[src/rtl/fp_mul_iter.sv]
// Sequential IEEE-754 multiplier: radix-2 shift-add significand product, bit-serial
// normalisation, round-to-nearest-even, subnormal support, valid/ready handshakes.
module fp_mul_iter #(
    parameter int unsigned EXP_W = 8,
    parameter int unsigned MAN_W = 23
) (
    input  logic                   clk,
    input  logic                   rst_n,
    input  logic                   in_valid,
    output logic                   in_ready,
    input  logic [EXP_W+MAN_W:0]   a,
    input  logic [EXP_W+MAN_W:0]   b,
    output logic                   out_valid,
    input  logic                   out_ready,
    output logic [EXP_W+MAN_W:0]   result,
    output logic [4:0]             flags
);

    localparam int unsigned W       = 1 + EXP_W + MAN_W;
    localparam int unsigned MW      = MAN_W + 1;
    localparam int unsigned PW      = 2 * MW;
    localparam int unsigned EW2     = EXP_W + 2;
    localparam int unsigned TOP     = PW - 1;
    localparam int unsigned LEAD    = 2 * MAN_W;
    localparam int unsigned BIAS    = (1 << (EXP_W - 1)) - 1;
    localparam int unsigned EXP_MAX = (1 << EXP_W) - 1;
    localparam int unsigned CNT_W   = $clog2(MW + 1);

    localparam logic signed [EW2-1:0] ONE_S   = EW2'(1);
    localparam logic signed [EW2-1:0] EMAX_S  = EW2'(EXP_MAX);
    localparam logic [W-1:0]          QNAN    = {1'b0, {EXP_W{1'b1}}, 1'b1, {(MAN_W-1){1'b0}}};

    typedef enum logic [2:0] {S_IDLE, S_MUL, S_NORM, S_ROUND, S_DONE} state_t;

    state_t                 state_q;
    logic                   pend_q;
    logic                   in_ready_q;
    logic                   out_valid_q;
    logic [W-1:0]           result_q;
    logic [4:0]             flags_q;
    logic [W-1:0]           a_q;
    logic [W-1:0]           b_q;
    logic                   sign_q;
    logic signed [EW2-1:0]  exp_q;
    logic [PW-1:0]          prod_q;
    logic [PW-1:0]          mcand_q;
    logic [MW-1:0]          mplier_q;
    logic [CNT_W-1:0]       cnt_q;
    logic                   sticky_q;

    assign in_ready  = in_ready_q;
    assign out_valid = out_valid_q;
    assign result    = result_q;
    assign flags     = flags_q;

    // Operand field decode of the latched operands
    logic                  sa, sb;
    logic [EXP_W-1:0]      ea, eb, ea_eff, eb_eff;
    logic [MAN_W-1:0]      fa, fb;
    logic                  a_ez, b_ez, a_eo, b_eo;
    logic                  a_zero, b_zero, a_inf, b_inf, a_nan, b_nan;
    logic [MW-1:0]         sig_a, sig_b;
    logic signed [EW2-1:0] exp_sum;

    assign {sa, ea, fa} = a_q;
    assign {sb, eb, fb} = b_q;
    assign a_ez   = (ea == '0);
    assign b_ez   = (eb == '0);
    assign a_eo   = (ea == '1);
    assign b_eo   = (eb == '1);
    assign a_zero = a_ez && (fa == '0);
    assign b_zero = b_ez && (fb == '0);
    assign a_inf  = a_eo && (fa == '0);
    assign b_inf  = b_eo && (fb == '0);
    assign a_nan  = a_eo && (fa != '0);
    assign b_nan  = b_eo && (fb != '0);
    assign sig_a  = {~a_ez, fa};
    assign sig_b  = {~b_ez, fb};
    assign ea_eff = a_ez ? EXP_W'(1) : ea;
    assign eb_eff = b_ez ? EXP_W'(1) : eb;
    assign exp_sum = EW2'(ea_eff) + EW2'(eb_eff) - EW2'(BIAS);

    // Special-operand results, highest priority first
    logic          spec_hit;
    logic [W-1:0]  spec_res;
    logic [4:0]    spec_flags;

    always_comb begin
        spec_hit   = 1'b1;
        spec_res   = '0;
        spec_flags = '0;
        if (a_nan || b_nan) begin
            spec_res   = QNAN;
            spec_flags = 5'b10000;
        end else if ((a_inf && b_zero) || (b_inf && a_zero)) begin
            spec_res   = QNAN;
            spec_flags = 5'b10000;
        end else if (a_inf || b_inf) begin
            spec_res = {sa ^ sb, {EXP_W{1'b1}}, {MAN_W{1'b0}}};
        end else if (a_zero || b_zero) begin
            spec_res = {sa ^ sb, {(W-1){1'b0}}};
        end else begin
            spec_hit = 1'b0;
        end
    end

    // Round-to-nearest-even on the normalised product
    logic                  guard, rs, inexact, rnd_up, tiny, ovf;
    logic [MW:0]           sig_r;
    logic signed [EW2-1:0] exp_r;
    logic [MAN_W-1:0]      frac_r;
    logic [W-1:0]          rnd_res;
    logic [4:0]            rnd_flags;

    always_comb begin
        guard   = prod_q[MAN_W-1];
        rs      = (|prod_q[MAN_W-2:0]) | sticky_q;
        inexact = guard | rs;
        rnd_up  = guard & (rs | prod_q[MAN_W]);
        tiny    = ~prod_q[LEAD];
        sig_r   = {1'b0, prod_q[LEAD:MAN_W]} + (MW+1)'(rnd_up);
        exp_r   = '0;
        frac_r  = sig_r[MAN_W-1:0];
        if (sig_r[MW]) begin
            exp_r  = exp_q + ONE_S;
            frac_r = '0;
        end else if (sig_r[MAN_W]) begin
            exp_r = exp_q;
        end
        ovf = (exp_r >= EMAX_S);
        if (ovf) begin
            rnd_res = {sign_q, {EXP_W{1'b1}}, {MAN_W{1'b0}}};
        end else begin
            rnd_res = {sign_q, exp_r[EXP_W-1:0], frac_r};
        end
        rnd_flags = {1'b0, 1'b0, ovf, tiny & inexact & ~ovf, inexact | ovf};
    end

    logic signed [EW2-1:0] exp_inc, exp_dec;
    assign exp_inc = exp_q + ONE_S;
    assign exp_dec = exp_q - ONE_S;

    always_ff @(posedge clk) begin
        if (!rst_n) begin
            state_q     <= S_IDLE;
            pend_q      <= 1'b0;
            in_ready_q  <= 1'b1;
            out_valid_q <= 1'b0;
            result_q    <= '0;
            flags_q     <= '0;
            a_q         <= '0;
            b_q         <= '0;
            sign_q      <= 1'b0;
            exp_q       <= '0;
            prod_q      <= '0;
            mcand_q     <= '0;
            mplier_q    <= '0;
            cnt_q       <= '0;
            sticky_q    <= 1'b0;
        end else begin
            case (state_q)
                S_IDLE: begin
                    if (pend_q) begin
                        // Operands were latched last cycle; classify and launch
                        pend_q <= 1'b0;
                        sign_q <= sa ^ sb;
                        if (spec_hit) begin
                            result_q    <= spec_res;
                            flags_q     <= spec_flags;
                            out_valid_q <= 1'b1;
                            state_q     <= S_DONE;
                        end else begin
                            prod_q   <= '0;
                            mcand_q  <= {{MW{1'b0}}, sig_a};
                            mplier_q <= sig_b;
                            cnt_q    <= '0;
                            exp_q    <= exp_sum;
                            sticky_q <= 1'b0;
                            state_q  <= S_MUL;
                        end
                    end else if (in_valid && in_ready_q) begin
                        a_q        <= a;
                        b_q        <= b;
                        pend_q     <= 1'b1;
                        in_ready_q <= 1'b0;
                    end
                end
                S_MUL: begin
                    if (mplier_q[0]) begin
                        prod_q <= prod_q + mcand_q;
                    end
                    mcand_q  <= mcand_q << 1;
                    mplier_q <= mplier_q >> 1;
                    cnt_q    <= cnt_q + CNT_W'(1);
                    if (cnt_q == CNT_W'(MAN_W)) begin
                        state_q <= S_NORM;
                    end
                end
                S_NORM: begin
                    // Right shifts collect sticky; left shifts stop at exponent 1
                    if (prod_q[TOP] || (exp_q < ONE_S)) begin
                        prod_q   <= prod_q >> 1;
                        sticky_q <= sticky_q | prod_q[0];
                        exp_q    <= exp_inc;
                        if (exp_inc >= ONE_S) begin
                            state_q <= S_ROUND;
                        end
                    end else if (!prod_q[LEAD] && (exp_q > ONE_S)) begin
                        prod_q <= prod_q << 1;
                        exp_q  <= exp_dec;
                        if (prod_q[LEAD-1] || (exp_dec == ONE_S)) begin
                            state_q <= S_ROUND;
                        end
                    end else begin
                        state_q <= S_ROUND;
                    end
                end
                S_ROUND: begin
                    result_q    <= rnd_res;
                    flags_q     <= rnd_flags;
                    out_valid_q <= 1'b1;
                    state_q     <= S_DONE;
                end
                S_DONE: begin
                    if (out_ready) begin
                        out_valid_q <= 1'b0;
                        in_ready_q  <= 1'b1;
                        state_q     <= S_IDLE;
                    end
                end
                default: begin
                    state_q <= S_IDLE;
                end
            endcase
        end
    end

endmodule

[config.mk]
export PLATFORM = sky130hd
export DESIGN_NAME = fp_mul_iter
export DESIGN_NICKNAME = d
export VERILOG_FILES = /design/src/rtl/fp_mul_iter.sv
export SDC_FILE = /design/constraint.sdc
export NUM_CORES = 1
export LEC_CHECK = 0
export BUFFER_PORTS_ARGS = -buffer_cell sky130_fd_sc_hd__buf_2
export CORE_MARGIN = 8
export CORE_UTILIZATION = 50
export DETAILED_ROUTE_END_ITERATION = 10
export PLACE_DENSITY = 0.68
export SLEW_MARGIN = 20
export SYNTH_ARGS = -nofsm -noshare
export SYNTH_HDL_FRONTEND = slang
export SYNTH_SLANG_ARGS = --single-unit
export TNS_END_PERCENT = 30
[constraint.sdc]
create_clock -name clk -period 6.9 [get_ports clk]
set_clock_uncertainty 0.05 [all_clocks]
set_input_delay 0.345 -clock clk [delete_from_list [all_inputs] [get_ports clk]]
set_output_delay 0.345 -clock clk [all_outputs]
set_load 0.005 [all_outputs]
==> impl_results.md <==
- Status: finished, final reports clean
- Core Util, Final: 58.3%
- Final wirelength: around 42 mm
- Die Y: 185 um
- Clock Latency Late Sink: 0.54 ns
- Die X: 185 um
- Crit path time final: 4.02 ns
- Antenna violations before repair: 1
- Max transition margin: 31.2%
- Vias in the first global route: 13,200
- Seq/Total Area, Yosys: 34.3%
- Final setup fails: 0
- Cell area after synthesis: around 0.014 mm^2
- Least-Margin Pin Slew: about 1.0 ns
- Core Region: 0.0279 mm^2
- Clock Path Buffers: 3
- Grt total ovfl: 0
- CP startpoint kind: register
- Clock Root Buffer: clkbuf_16
- Crit path DAT: 4.36 ns
- Clock Sinks: 243
- Max incr delay on CP: between 0.7 and 0.8 ns
- CTS buffer count: 27
- Worst setup margin: approximately 2.9 ns
- Register Area: 0.00486 mm^2
- WS Path Type: register to register
- Post-route ant nets: 0
- Die area: 0.0341 mm^2
- Fin Setup TNS: 0 ns
- CTS tree: built
- Detailed-route DRC error count: 0
- First-pass GRT wire length: 68.1 mm
- N_diodes: 0
- Pleak: ~6.3 nW
- DRT iter0 DRCs: 1,208
- Cell Pwr Density: 336 mW/mm^2
- Share of layout cells above drive strength 1: about a tenth
- Average routed wire per standard cell: 17.6 um
- Kind of cell adding the most delay to the critical path: simple AND/OR/NAND/NOR gates
- Hold Crit Class: input pin to register
- Worst vdd ir: 0.222 mV
- Main synth FF type: dfxtp_1
- CP bufs+invs: 0
- Routed vias: 14,000
- Synthesized net count: 2,050
- CP required: 7.24 ns
- Worst slack at placement: 2.89 ns
- Most common cell after layout, fill and taps aside: nand2_1
- WHS: between 0.01 and 0.015 ns
- # fillers: 2,620
- HPWL Detailed: 28.5 mm
- Initial Util: approximately half
- Port bufs: between 100 and 150
- Multi-input logic area: between 0.008 and 0.009 mm^2
- Setup crit end kind: register
- Syn Area/Cell: 7.43 um^2
- Ys Warns: 0
- Max Freq: 0.249 GHz
- EDFF count, synth: 0
- Netlist cell types: 72
- Clock-pin slew on the worst setup and hold paths: roughly 0.060 ns
- Async SR Flop Fraction: 0%
- CP max FO: 22
- Io pins: 107
- RSZ-0062 raised after global routing: no
- Drt pass-1 iters: 6
- H-tree depth: 1
- Slew Limit Fails: 0
- Largest net degree at the start of global routing: 96
- Final worst-path cycle share: a little under 60%
- Via density per instance: 5.93
- Routability cong.: 0.861
- Area grow syn2layout: 14.5%
- Most frequent cells in the layout: 369 x nand2_1, 243 x dfxtp_1, 219 x a21oi_1
- Final hold vios: 0
- Max-cap check violation count: 0
- CP cell instances: nand4_1 > or4_1 > or4_1 > a21oi_2 > nand3_2 > a2111oi_4 > a21oi_1 > a21oi_1 > or3_1 > o21ai_0
- Post-synthesis cell count: 1,911
- Critical path's slowest cell: or4_1
- FP Rows: roughly 60
- Total GRT Usage: 23.9%
- Overall Power: 5.45 mW
- NumNets Final: 2,105
- #FFs+latches synth: between 200 and 250
-- Yosys cell counts, drive strengths merged (21+ instances only) --
cell type,number,area share (%)
nor2,174,4.6
ha,69,6.1
inv,36,0.95
o21ai,119,4.2
clkbuf,132,3.5
a311oi,47,2.9
nor3,31,1.1
mux2i,21,1.5
xnor2,48,3.0
nor4,25,1.1
a21oi,220,7.8
xor2,24,1.5
nand4,26,1.1
nand3,38,1.4
dfxtp,243,34
nand2,371,9.8
a21o,32,1.7
a22oi,33,1.7
-- sequential cells by signal, indices dropped and copies added (netlist names) --
register / cells
pend_q: 1
exp_q: 10
b_q: 32
result: 32
out_valid: 1
mcand_q: 48
a_q: 32
flags: 4
prod_q: 48
sign_q: 1
mplier_q: 24
state_q: 3
in_ready: 1
sticky_q: 1
cnt_q: 5
-- worst min-delay path: stages --
cell and delay (ns):
buf_2 0.09, nand2_1 0.06, a21oi_1 0.05
-- power breakdown --
part           internal (mW)  switching [mW]
Sequential              1.64           0.307
Clock                  0.900           0.609
Combinational          0.712            1.29
Total                   3.25            2.20
-- worst paths after layout --
path | endpoint | startpoint | slack [ns] | cells after the start
setup / recovery | result[15] | prod_q[28] | 2.88 | 10
hold / removal | a_q[21] | a[21] | 0.01 | 3
setup reg to reg | result[15] | prod_q[28] | 2.88 | 10
hold reg to reg | result[8] | result[8] | 0.39 | 2
-- final cells by class --
class	count	share of cell area (%)
Clock inverter	15	1.15
Clock buffer	34	4.50
Timing Repair Buffer	177	7.42
Inverter	36	0.847
Multi-Input combinational cell	1481	53.2
Tap cell	378	2.91
Sequential cell	243	29.9
-- cell families after synthesis --
family	count (synthesis)	share of synthesized area [%]
mux	22	1.56
fa+ha+maj	71	6.36
simple gates	737	22.7
xor+xnor	72	4.44
compound gates	578	25.6
other cells	1	0.0264
buf+inv	187	5.05
flops	243	34.3
-- stage by stage --
stage | cells | cell area [um^2]
after floorplan | 1911 | 14200
after global placement | 2259 | 14800
after detailed placement | 2259 | 14800
after CTS | 2364 | 16300
after global routing | 2364 | 16300
final | 2364 | 16300
-- metal layers --
metal | wire length [um] | global-route usage (%) | vias up | share of wire (%)
met2 | 18800 | 38.8 | 458 | 45
met1 | 18800 | 31.4 | 6577 | 45
met4 | 1250 | 8.00 | 2 | 3.0
met5 | 11 | 0 | - | 0.026
met3 | 2780 | 4.39 | 79 | 6.7
li1 | - | - | 6910 | -
-- what timing repair did --
action | 4_1_cts | 5_1_grt
hold buffers | 56 | 0
setup buffers | 0 | 0
endpoints found under the hold margin | 56 | 0
gates resized for setup | 0 | 0
(Power assumes the default switching activity.)
